--- config.mk ---
export PLATFORM = sky130hd
export DESIGN_NAME = psg_tone_bank_flat
export DESIGN_NICKNAME = d
export VERILOG_FILES = /design/src/rtl/psg_tone_bank_if.sv /design/src/rtl/psg_tone_bank.sv /design/src/flat_wrapper.sv
export SDC_FILE = /design/constraint.sdc
export NUM_CORES = 1
export LEC_CHECK = 0
export ABC_AREA = 0
export ABC_CLOCK_PERIOD_IN_PS = 4400
export CAP_MARGIN = 20
export CORE_UTILIZATION = 60
export DETAILED_ROUTE_END_ITERATION = 8
export PLACE_DENSITY_LB_ADDON = 0.12
export SLEW_MARGIN = 20
export SYNTH_ARGS = -nofsm -noshare
export SYNTH_HDL_FRONTEND = slang
export SYNTH_SLANG_ARGS = --single-unit
--- constraint.sdc ---
create_clock -name clk_sys -period 4.4 [get_ports clk_sys]
set_input_delay 0.88 -clock clk_sys [delete_from_list [all_inputs] [get_ports clk_sys]]
set_output_delay 0.88 -clock clk_sys [all_outputs]
set_load 0.1 [all_outputs]
--- src/rtl/psg_tone_bank_if.sv ---
`default_nettype none
// ---------------------------------------------------------------------------
// psg_tone_bank_if: sound-bus register write port and stereo sample outputs.
// Rev 1.0
// ---------------------------------------------------------------------------
interface psg_tone_bank_if #(
  parameter int OUT_W = 8
);
  logic             ce;
  logic             wr_en;
  logic [6:0]       wr_addr;
  logic [7:0]       wr_data;
  logic [OUT_W-1:0] out_l;
  logic [OUT_W-1:0] out_r;
  logic             sample_valid;

  modport master (
    output ce, wr_en, wr_addr, wr_data,
    input  out_l, out_r, sample_valid
  );

  modport slave (
    input  ce, wr_en, wr_addr, wr_data,
    output out_l, out_r, sample_valid
  );
endinterface
`default_nettype wire

--- src/rtl/psg_tone_bank.sv ---
`default_nettype none
// ---------------------------------------------------------------------------
// psg_tone_bank: N-channel square/noise generator with a scanned stereo mixer.
// Rev 1.0
// ---------------------------------------------------------------------------
module psg_tone_bank #(
  parameter int CHANNELS = 6,
  parameter int OUT_W    = 8
) (
  input  wire logic      clk_sys,
  input  wire logic      rst_n,
  psg_tone_bank_if.slave bus
);

  localparam int IDX_W = (CHANNELS > 1) ? $clog2(CHANNELS) : 1;
  localparam int NSLOT = 1 << IDX_W;
  localparam int SUM_W = OUT_W + 1;
  localparam logic [16:0]      c_SEED = 17'h00001;
  localparam logic [IDX_W-1:0] c_LAST = IDX_W'(CHANNELS - 1);
  localparam logic [OUT_W-1:0] c_FULL = '1;

  function automatic logic [3:0] f_contrib(
    input logic [3:0] v,
    input logic       ten,
    input logic       nen,
    input logic       tone,
    input logic       noise
  );
    logic [3:0] res;
    res = 4'd0;
    case ({ten, nen})
      2'b10:   res = tone  ? v : 4'd0;
      2'b01:   res = noise ? v : 4'd0;
      2'b11:   res = tone  ? (noise ? (v >> 1) : v) : 4'd0;
      default: res = 4'd0;
    endcase
    return res;
  endfunction

  logic [1:0]       r_rate;
  logic             r_snd_en;
  logic             r_gen_rst;
  logic             r_boot;
  logic [16:0]      r_lfsr;
  logic [9:0]       r_ncnt;
  logic [9:0]       w_nrel;
  logic             w_nstep;
  logic             w_tpulse0;
  logic [IDX_W-1:0] r_idx;
  logic [OUT_W-1:0] r_acc_l;
  logic [OUT_W-1:0] r_acc_r;
  logic [OUT_W-1:0] r_out_l;
  logic [OUT_W-1:0] r_out_r;
  logic             r_valid;
  logic [SUM_W-1:0] w_sum_l;
  logic [SUM_W-1:0] w_sum_r;
  logic [OUT_W-1:0] w_sat_l;
  logic [OUT_W-1:0] w_sat_r;
  logic [3:0]       w_con_l [NSLOT];
  logic [3:0]       w_con_r [NSLOT];

  // Global registers; writable regardless of gen_rst.
  always_ff @(posedge clk_sys or negedge rst_n) begin
    if (!rst_n) begin
      r_rate    <= 2'd0;
      r_snd_en  <= 1'b0;
      r_gen_rst <= 1'b0;
    end else if (bus.wr_en) begin
      if (bus.wr_addr == 7'h7E) begin
        r_rate <= bus.wr_data[1:0];
      end
      if (bus.wr_addr == 7'h7F) begin
        r_snd_en  <= bus.wr_data[0];
        r_gen_rst <= bus.wr_data[1];
      end
    end
  end

  always_ff @(posedge clk_sys or negedge rst_n) begin
    if (!rst_n) begin
      r_boot <= 1'b1;
    end else begin
      r_boot <= 1'b0;
    end
  end

  for (genvar gi = 0; gi < NSLOT; gi++) begin : g_ch
    if (gi < CHANNELS) begin : g_act
      logic [7:0]  r_amp;
      logic [7:0]  r_freq;
      logic [2:0]  r_oct;
      logic        r_ten;
      logic        r_nen;
      logic [16:0] r_cnt;
      logic        r_tone;
      logic        w_sel;
      logic [8:0]  w_base;
      logic [3:0]  w_sh;
      logic [16:0] w_per;
      logic [16:0] w_rel;

      assign w_sel = bus.wr_en && (bus.wr_addr[6:2] == 5'(gi));

      always_ff @(posedge clk_sys or negedge rst_n) begin
        if (!rst_n) begin
          r_amp  <= 8'd0;
          r_freq <= 8'd0;
          r_oct  <= 3'd0;
          r_ten  <= 1'b0;
          r_nen  <= 1'b0;
        end else if (w_sel) begin
          case (bus.wr_addr[1:0])
            2'd0: r_amp  <= bus.wr_data;
            2'd1: r_freq <= bus.wr_data;
            2'd2: begin
              r_oct <= bus.wr_data[2:0];
              r_ten <= bus.wr_data[4];
              r_nen <= bus.wr_data[5];
            end
            default: ;
          endcase
        end
      end

      // Period is sampled only at reload, so freq/octave writes never cut a half-cycle short.
      assign w_base = 9'd511 - {1'b0, r_freq};
      assign w_sh   = 4'd8 - {1'b0, r_oct};
      assign w_per  = {8'd0, w_base} << w_sh;
      assign w_rel  = w_per - 17'd1;

      always_ff @(posedge clk_sys or negedge rst_n) begin
        if (!rst_n) begin
          r_cnt  <= 17'd0;
          r_tone <= 1'b0;
        end else if (r_boot || r_gen_rst) begin
          r_cnt  <= w_rel;
          r_tone <= 1'b0;
        end else if (bus.ce) begin
          if (r_cnt == 17'd0) begin
            r_cnt  <= w_rel;
            r_tone <= ~r_tone;
          end else begin
            r_cnt <= r_cnt - 17'd1;
          end
        end
      end

      assign w_con_l[gi] = f_contrib(r_amp[3:0], r_ten, r_nen, r_tone, r_lfsr[0]);
      assign w_con_r[gi] = f_contrib(r_amp[7:4], r_ten, r_nen, r_tone, r_lfsr[0]);

      if (gi == 0) begin : g_tp
        assign w_tpulse0 = bus.ce && !r_boot && !r_gen_rst && (r_cnt == 17'd0);
      end
    end else begin : g_pad
      assign w_con_l[gi] = 4'd0;
      assign w_con_r[gi] = 4'd0;
    end
  end

  always_comb begin
    w_nrel = 10'd255;
    case (r_rate)
      2'd1:    w_nrel = 10'd511;
      2'd2:    w_nrel = 10'd1023;
      default: w_nrel = 10'd255;
    endcase
  end

  // Rate 3 slaves the LFSR to channel 0; its own counter keeps running unused.
  assign w_nstep = (r_rate == 2'd3) ? w_tpulse0 : (bus.ce && (r_ncnt == 10'd0));

  always_ff @(posedge clk_sys or negedge rst_n) begin
    if (!rst_n) begin
      r_ncnt <= 10'd0;
      r_lfsr <= c_SEED;
    end else if (r_gen_rst) begin
      r_ncnt <= w_nrel;
      r_lfsr <= c_SEED;
    end else begin
      if (bus.ce) begin
        r_ncnt <= (r_ncnt == 10'd0) ? w_nrel : (r_ncnt - 10'd1);
      end
      if (w_nstep) begin
        r_lfsr <= {r_lfsr[0] ^ r_lfsr[3], r_lfsr[16:1]};
      end
    end
  end

  assign w_sum_l = {1'b0, r_acc_l} + SUM_W'(w_con_l[r_idx]);
  assign w_sum_r = {1'b0, r_acc_r} + SUM_W'(w_con_r[r_idx]);
  assign w_sat_l = w_sum_l[OUT_W] ? c_FULL : w_sum_l[OUT_W-1:0];
  assign w_sat_r = w_sum_r[OUT_W] ? c_FULL : w_sum_r[OUT_W-1:0];

  always_ff @(posedge clk_sys or negedge rst_n) begin
    if (!rst_n) begin
      r_idx   <= '0;
      r_acc_l <= '0;
      r_acc_r <= '0;
      r_out_l <= '0;
      r_out_r <= '0;
      r_valid <= 1'b0;
    end else if (r_gen_rst) begin
      r_idx   <= '0;
      r_acc_l <= '0;
      r_acc_r <= '0;
      r_valid <= 1'b0;
    end else if (bus.ce) begin
      if (r_idx == c_LAST) begin
        r_out_l <= r_snd_en ? w_sat_l : '0;
        r_out_r <= r_snd_en ? w_sat_r : '0;
        r_acc_l <= '0;
        r_acc_r <= '0;
        r_idx   <= '0;
        r_valid <= 1'b1;
      end else begin
        r_acc_l <= w_sat_l;
        r_acc_r <= w_sat_r;
        r_idx   <= r_idx + IDX_W'(1);
        r_valid <= 1'b0;
      end
    end else begin
      r_valid <= 1'b0;
    end
  end

  assign bus.out_l        = r_out_l;
  assign bus.out_r        = r_out_r;
  assign bus.sample_valid = r_valid;

endmodule
`default_nettype wire

--- src/flat_wrapper.sv ---
// flat-port wrapper written by rule: the top's interface ports become plain ports
module psg_tone_bank_flat 
#(
  parameter int CHANNELS = 6,
  parameter int OUT_W    = 8
)
  (clk_sys, rst_n, bus_ce, bus_wr_en, bus_wr_addr, bus_wr_data, bus_out_l, bus_out_r, bus_sample_valid);
  psg_tone_bank_if #(.OUT_W(OUT_W)) bus_i ();
  input  wire logic clk_sys;
  input  wire logic rst_n;
  input wire logic [$bits(bus_i.ce)-1:0] bus_ce;
  input wire logic [$bits(bus_i.wr_en)-1:0] bus_wr_en;
  input wire logic [$bits(bus_i.wr_addr)-1:0] bus_wr_addr;
  input wire logic [$bits(bus_i.wr_data)-1:0] bus_wr_data;
  output wire logic [$bits(bus_i.out_l)-1:0] bus_out_l;
  output wire logic [$bits(bus_i.out_r)-1:0] bus_out_r;
  output wire logic [$bits(bus_i.sample_valid)-1:0] bus_sample_valid;
  assign bus_i.ce = bus_ce;
  assign bus_i.wr_en = bus_wr_en;
  assign bus_i.wr_addr = bus_wr_addr;
  assign bus_i.wr_data = bus_wr_data;
  assign bus_out_l = bus_i.out_l;
  assign bus_out_r = bus_i.out_r;
  assign bus_sample_valid = bus_i.sample_valid;
  psg_tone_bank #(.CHANNELS(CHANNELS), .OUT_W(OUT_W)) u_core (.clk_sys(clk_sys), .rst_n(rst_n), .bus(bus_i));
endmodule
======== Word level (Yosys, flattened, before mapping) ========
Index checks and enable logic that the tools add are counted.
cells by class
  bitwise logic cells ..................... 9
  order comparisons ....................... 1
  shift-type cells ........................ 6
  multiplexer cells ....................... 125
  add/sub/neg operators ................... 28
  reduce and logical (&&, ||, !) cells .... 58
  equality and inequality tests ........... 31
operator list
  kind                                                  count
  2-to-1 mux 17 bit                                     20
  2-to-1 mux 4 bit                                      52
  subtractor 17 x 1 -> 17 bit (second input constant)   12
  one-hot mux 4 bit (3 select lines)                    12
  logical NOT 17 bit                                    6
  left shift 9 x 4 -> 17 bit                            6
  2-to-1 mux 8 bit                                      10
  subtractor 9 x 8 -> 9 bit (first input constant)      6
  AND reduction 2 bit                                   26
  equality test 2 bit (second input constant)           15
  2-to-1 mux 10 bit                                     3
  binary-select mux 4 bit (select 3 bit)                2
  subtractor 4 x 3 -> 4 bit (first input constant)      6
  2-to-1 mux 1 bit                                      22
  one-hot mux 10 bit (2 select lines)                   1
  adder 8 x 4 -> 9 bit                                  2
  nonzero test 2 bit                                    9
  equality test 2 x 1 -> 1 bit (second input constant)  8
  equality test 7 bit (second input constant)           2
  equality test 5 x 2 -> 1 bit (second input constant)  2
  equality test 5 x 3 -> 1 bit (second input constant)  2
  logical AND 1 bit                                     10
  logical NOT 10 bit                                    1
  subtractor 10 x 1 -> 10 bit (second input constant)   1
  other kinds (13)                                      22
word-level totals
  bits of input ports ..................... 19
  word-level logic and storage cells ...... 312
  output and inout port bits .............. 17
  bits in registers ....................... 302

======== Logic depth before layout (Yosys ltp) ========
  depth after elaboration ................. 11
  gate-level depth with buffers ........... 17
  mapped depth without buffers ............ 16

======== Worst setup path before layout ========
No wires, ideal clock.
  path type ............................... reg-to-reg
  from .................................... register u_core.r_lfsr[0]
  to ...................................... register u_core.r_out_r[7], in the netlist u_core.bus.out_r[7]
  cell stages (with the launch flop) ...... 14
  data required time ...................... 4.270 ns
  clock period less this slack ............ 3.283 ns
  path slack .............................. 1.117 ns
  path buffers ............................ 1
  arrival time ............................ 3.153 ns
  setup time .............................. 0.130 ns
  cell sequence ........................... dfstp_2 > clkbuf_1 > nand2_1 > o21ai_1 > a22oi_1 > mux4_2 > o21ai_0 > ha_1 > a21oi_1 > nor2b_1 > o21ai_0 > nor2_1 > mux2i_1 > o21ai_0
between the ends
  longest elaborated chain between the ends .. 9
  elaborated cells between the ends (all ways) .. 30
  classes of those cells .................. add/sub (1); mux (29)
ends and longest elaborated chain
  item                                                      line                  text
  start: declaration                                        psg_tone_bank.sv:44   logic [16:0] r_lfsr;
  start signal: assignment                                  psg_tone_bank.sv:175  r_lfsr <= c_SEED;
  start signal: assignment                                  psg_tone_bank.sv:178  r_lfsr <= c_SEED;
  start signal: assignment                                  psg_tone_bank.sv:184  r_lfsr <= {r_lfsr[0] ^ r_lfsr[3], r_lfsr[16:1]};
  2-to-1 mux 4 bit (2 in series)                            psg_tone_bank.sv:34   2'b11: res = tone ? (noise ? (v >> 1) : v) : 4'd0;
  one-hot mux 4 bit (3 select lines)                        psg_tone_bank.sv:31   case ({ten, nen})
  binary-select mux 4 bit (select 3 bit) (*)                psg_tone_bank.sv:190  assign w_sum_r = {1'b0, r_acc_r} + SUM_W'(w_con_r[r_idx]);
  2-to-1 mux 4 bit (implied by the code) (*) (2 in series)  psg_tone_bank.sv:190
  adder 8 x 4 -> 9 bit (*)                                  psg_tone_bank.sv:190
  2-to-1 mux 8 bit (*)                                      psg_tone_bank.sv:192  assign w_sat_r = w_sum_r[OUT_W] ? c_FULL : w_sum_r[OUT_W-1:0];
  2-to-1 mux 8 bit (*)                                      psg_tone_bank.sv:210  r_out_r <= r_snd_en ? w_sat_r : '0;
  end signal: assignment                                    psg_tone_bank.sv:210
  end: declaration                                          psg_tone_bank.sv:53   logic [OUT_W-1:0] r_out_r;
Mark *: on every way between the ends. The rest lies on a longest branch, timed or not. The select of a mux whose other input is x is not followed.
A chain may end at the register's enable or synchronous reset.

======== Worst setup path in the final report ========
  from .................................... register u_core.r_lfsr[0]
  to ...................................... register u_core.r_out_l[3], in the netlist u_core.bus.out_l[3]
between the ends
  longest elaborated chain between the ends .. 9
  elaborated cells between the ends (all ways) .. 30
  classes of those cells .................. add/sub (1); mux (29)
ends and longest elaborated chain
  item                                                      line                  text
  2-to-1 mux 4 bit (2 in series)                            psg_tone_bank.sv:34
  one-hot mux 4 bit (3 select lines)                        psg_tone_bank.sv:31
  binary-select mux 4 bit (select 3 bit) (*)                psg_tone_bank.sv:189  assign w_sum_l = {1'b0, r_acc_l} + SUM_W'(w_con_l[r_idx]);
  2-to-1 mux 4 bit (implied by the code) (*) (2 in series)  psg_tone_bank.sv:189
  adder 8 x 4 -> 9 bit (*)                                  psg_tone_bank.sv:189
  2-to-1 mux 8 bit (*)                                      psg_tone_bank.sv:191  assign w_sat_l = w_sum_l[OUT_W] ? c_FULL : w_sum_l[OUT_W-1:0];
  2-to-1 mux 8 bit (*)                                      psg_tone_bank.sv:209  r_out_l <= r_snd_en ? w_sat_l : '0;
  end signal: assignment                                    psg_tone_bank.sv:209
  end: declaration                                          psg_tone_bank.sv:52   logic [OUT_W-1:0] r_out_l;
Marked as above.

==> summary.md <==
| Metric | Value |
|---|---|
| Mean post-synth cell area | `8.752 um2` |
| Layout Area Growth over Synthesis | `8.665%` |
| Pwr Density | `473.4 nW/um2` |
| Slowest Stage Delay on Critical Path | `0.60 ns` |
| # DRC | `0` |
| Crit path cell chain | `buf_4 -> nand2_1 -> and3_1 -> a221o_1 -> nand3_1 -> o21ai_0 -> ha_1 -> fa_1 -> a21o_1 -> a21oi_1 -> nand2b_1 -> nor2_1 -> nor2_1 -> o21ai_0` |
| Startpoint Class | `flip-flop` |
| Critical path class | `flip-flop to flip-flop` |
| Peak supply drop | `0.0004536 V` |
| Vias/cell | `6.465` |
| Die ar. | `36500 um2` |
| Yosys Warn Count | `0` |
| Die Span X | `191.0 um` |
| Most frequent cells in the layout | `dfrtp_1, nand2_1, o21ai_0` |
| Clk_skew | `0.03301 ns` |
| DP HPWL | `38650 um` |
| I/O pin total | `36` |
| Fraction of layout cells with a size suffix above 1 | `0.1391` |
| Post-synth EDFFs | `0` |
| Crit path buf inv count | `1` |
| Fill cell count | `2906` |
| Core Rows | `68` |
| Mapped Nets | `2506` |
| Final global-route overflow total | `0` |
| Commonest non-fill, non-tap cell in the layout | `dfrtp_1` |
| Htree depth | `2` |
| Antenna diodes | `0` |
| Num CTS Buffers | `37` |
| Post-layout net count | `2478` |
| Overall power | `11.03 mW` |
| CP max FO | `14` |
| Core region area | `34880 um2` |
| Final Slew Violations | `0` |
| Setup_tns | `0 ns` |
| Gr usage total | `0.3125` |
| Min cycle time layout | `3.640 ns` |
| Crit end category | `flip-flop` |
| Clk root buf | `clkbuf_16` |
| Least-Margin Pin Slew | `1.110 ns` |
| Ys flop type | `dfrtp_1` |
| Final ANT Viol Nets | `0` |
| Max stage delay cell, worst path | `dfstp_2` |
| Final Hold Fails | `0` |
| Final setup fails | `0` |
| Port Buffers | `35` |
| Cells after Synth | `2450` |
| DR pass1 iterations | `5` |
| Post-Place Setup Slack | `0.7923 ns` |
| Leakage power | `9.591 nW` |
| Hold/Removal Path Class | `primary input to asynchronous set/reset pin` |
| CP top delay family | `compound AO/OA/AOI/OAI gates` |
| Count of cell types in the netlist | `101` |
| CTS Hold Bufs | `0` |
| FFs w/ async S/R, synth | `1.000` |
| Via count | `18790` |
| Maximum clock insertion buffer count | `3` |
| Cts repair resizes | `0` |
| Vias in the first global route | `17730` |
| Largest net degree at the start of global routing | `122` |
| RSZ-0062 raised after global routing | `no` |
| Initial DRC Count | `1303` |
| Post-synthesis sequential area ratio | `0.3525` |
| Post-layout util | `0.6680` |
| Worst slew margin | `0.2578` |
| Final Cycle Share | `0.8272` |
| Status | `completed` |
| Worst-path clk slew | `0.06 ns` |
| Critical Path RT | `4.82 ns` |
| Multi-input gate area | `13000 um2` |
| Fin worst setup slack | `0.7603 ns` |
| First-pass GRT wire length | `92510 um` |
| TritonCTS clock tree | `done` |
| Area after DPL | `22080 um2` |
| Die Height | `191.0 um` |
| Post-CTS setup buffers | `0` |
| Design Area, Final | `23300 um2` |
| Final WL | `55950 um` |
| Seq. cell area | `7560 um2` |
| Starting Density | `0.6147` |
| Clk sinks | `302` |
| Fmax | `0.2748 GHz` |
| Synth Cell Area | `21440 um2` |
| GP Congestion | `0.9076` |
| CP arrival | `4.06 ns` |
| Clock latency on the worst-skew pair | `0.58 ns` |
| Max_cap viols | `0` |
| Initial antenna violation count | `0` |
| WL/cell | `19.25 um` |
| Register bit count reported by yosys | `302` |
logic make-up (layout without fill, tap and decap cells):
logic type	after synthesis	after routing	share of synthesized area
simple gates	920	920	0.2162
compound gates	649	649	0.1934
flops	302	302	0.3525
mux	238	238	0.1337
buf+inv	207	208	0.04172
xor+xnor	96	96	0.03991
fa+ha+maj	37	37	0.02229
other cells	1	1	0.0001749
routing by layer:
metal  vias to the layer above  track usage  routed length (um)
li1                       8974            -                   -
met1                      9205       0.4476               26070
met2                       520       0.4904               25680
met3                        87      0.04553                2958
met4                         0      0.08954                1235
met5                         -            0                   0
state kept, by name, indices dropped and copies added, names as in the netlist, 8 cells and up:
register and cells:
u_core.g_ch.g_act.r_cnt 102, u_core.bus.out_r 8, u_core.g_ch.g_act.r_oct 18, u_core.r_ncnt 10, u_core.bus.out_l 8, u_core.g_ch.g_act.r_freq 48
u_core.r_acc_l 8, u_core.r_lfsr 17, u_core.r_acc_r 8, u_core.g_ch.g_act.r_amp 48
layout make-up:
class / instances / share of cell area
clock inverters: 27 / 0.01101
repair buffers: 79 / 0.03104
inverters: 61 / 0.009827
multi-input cells: 1941 / 0.5580
flip-flops and latches: 302 / 0.3244
clock buffers: 41 / 0.04129
well taps: 455 / 0.02443
power breakdown:
part | switching [mW] | internal, mW | total, mW
clock network | 1.32 | 1.74 | 3.05
registers | 0.643 | 3.32 | 3.96
logic | 2.40 | 1.62 | 4.02
through the flow:
stage | hold WS, ns | instances
2_1_floorplan | 0.4552 | 2450
4_1_cts | 0.2996 | 2906
3_5_place_dp | 0.4700 | 2838
5_1_grt | 0.3051 | 2906
6_report | 0.2494 | 2906
3_3_place_gp | 0.4614 | 2837
Yosys cell counts (all sizes together) (12+ instances only):
master  number  share of area
dfrtp      300           0.35
ha          35          0.020
or3         35          0.010
nand2      260          0.047
a21oi      151          0.036
o211ai      25         0.0088
buf         58          0.016
nor3       109          0.027
nand4       31         0.0090
a211oi      16         0.0056
nor2b       24         0.0070
o22ai       14         0.0041
o21a        12         0.0042
xor2        50          0.021
a22oi       24         0.0084
clkbuf      88          0.015
nor2       208          0.037
or4         15         0.0053
a221oi      21         0.0092
o21ai      225          0.053
mux2       147          0.077
nor4        40          0.012
mux4        24          0.025
nand3       70          0.016
inv         58          0.010
a31oi       17         0.0050
mux2i       67          0.031
nor3b       17         0.0060
and2        22         0.0064
nand2b      28         0.0082
a21o        15         0.0053
xnor2       46          0.019
worst reg2reg max path, cell delays in order, from the launching register on:
cell and delay (ns):
dfstp_2 0.60, buf_4 0.21, nand2_1 0.14, and3_1 0.28, a221o_1 0.37, nand3_1 0.08
o21ai_0 0.11, ha_1 0.25, fa_1 0.43, a21o_1 0.19, a21oi_1 0.25, nand2b_1 0.19
nor2_1 0.13, nor2_1 0.16, o21ai_0 0.11
final timing paths:
check | end | from | cells after the start | slack [ns]
max | u_core.bus.out_l[3] | u_core.r_lfsr[0] | 14 | 0.76
min | u_core.g_ch[4].g_act.r_cnt[6] | rst_n | 1 | 0.25
max reg2reg | u_core.bus.out_l[3] | u_core.r_lfsr[0] | 14 | 0.76
min reg2reg | u_core.bus.out_l[4] | u_core.bus.out_l[4] | 2 | 0.48
max in group asynchronous | u_core.g_ch[2].g_act.r_freq[2] | rst_n | 2 | 3.08
min in group clk_sys | u_core.bus.out_l[4] | u_core.bus.out_l[4] | 2 | 0.48
Note: power is estimated with default switching activity, not from simulation.
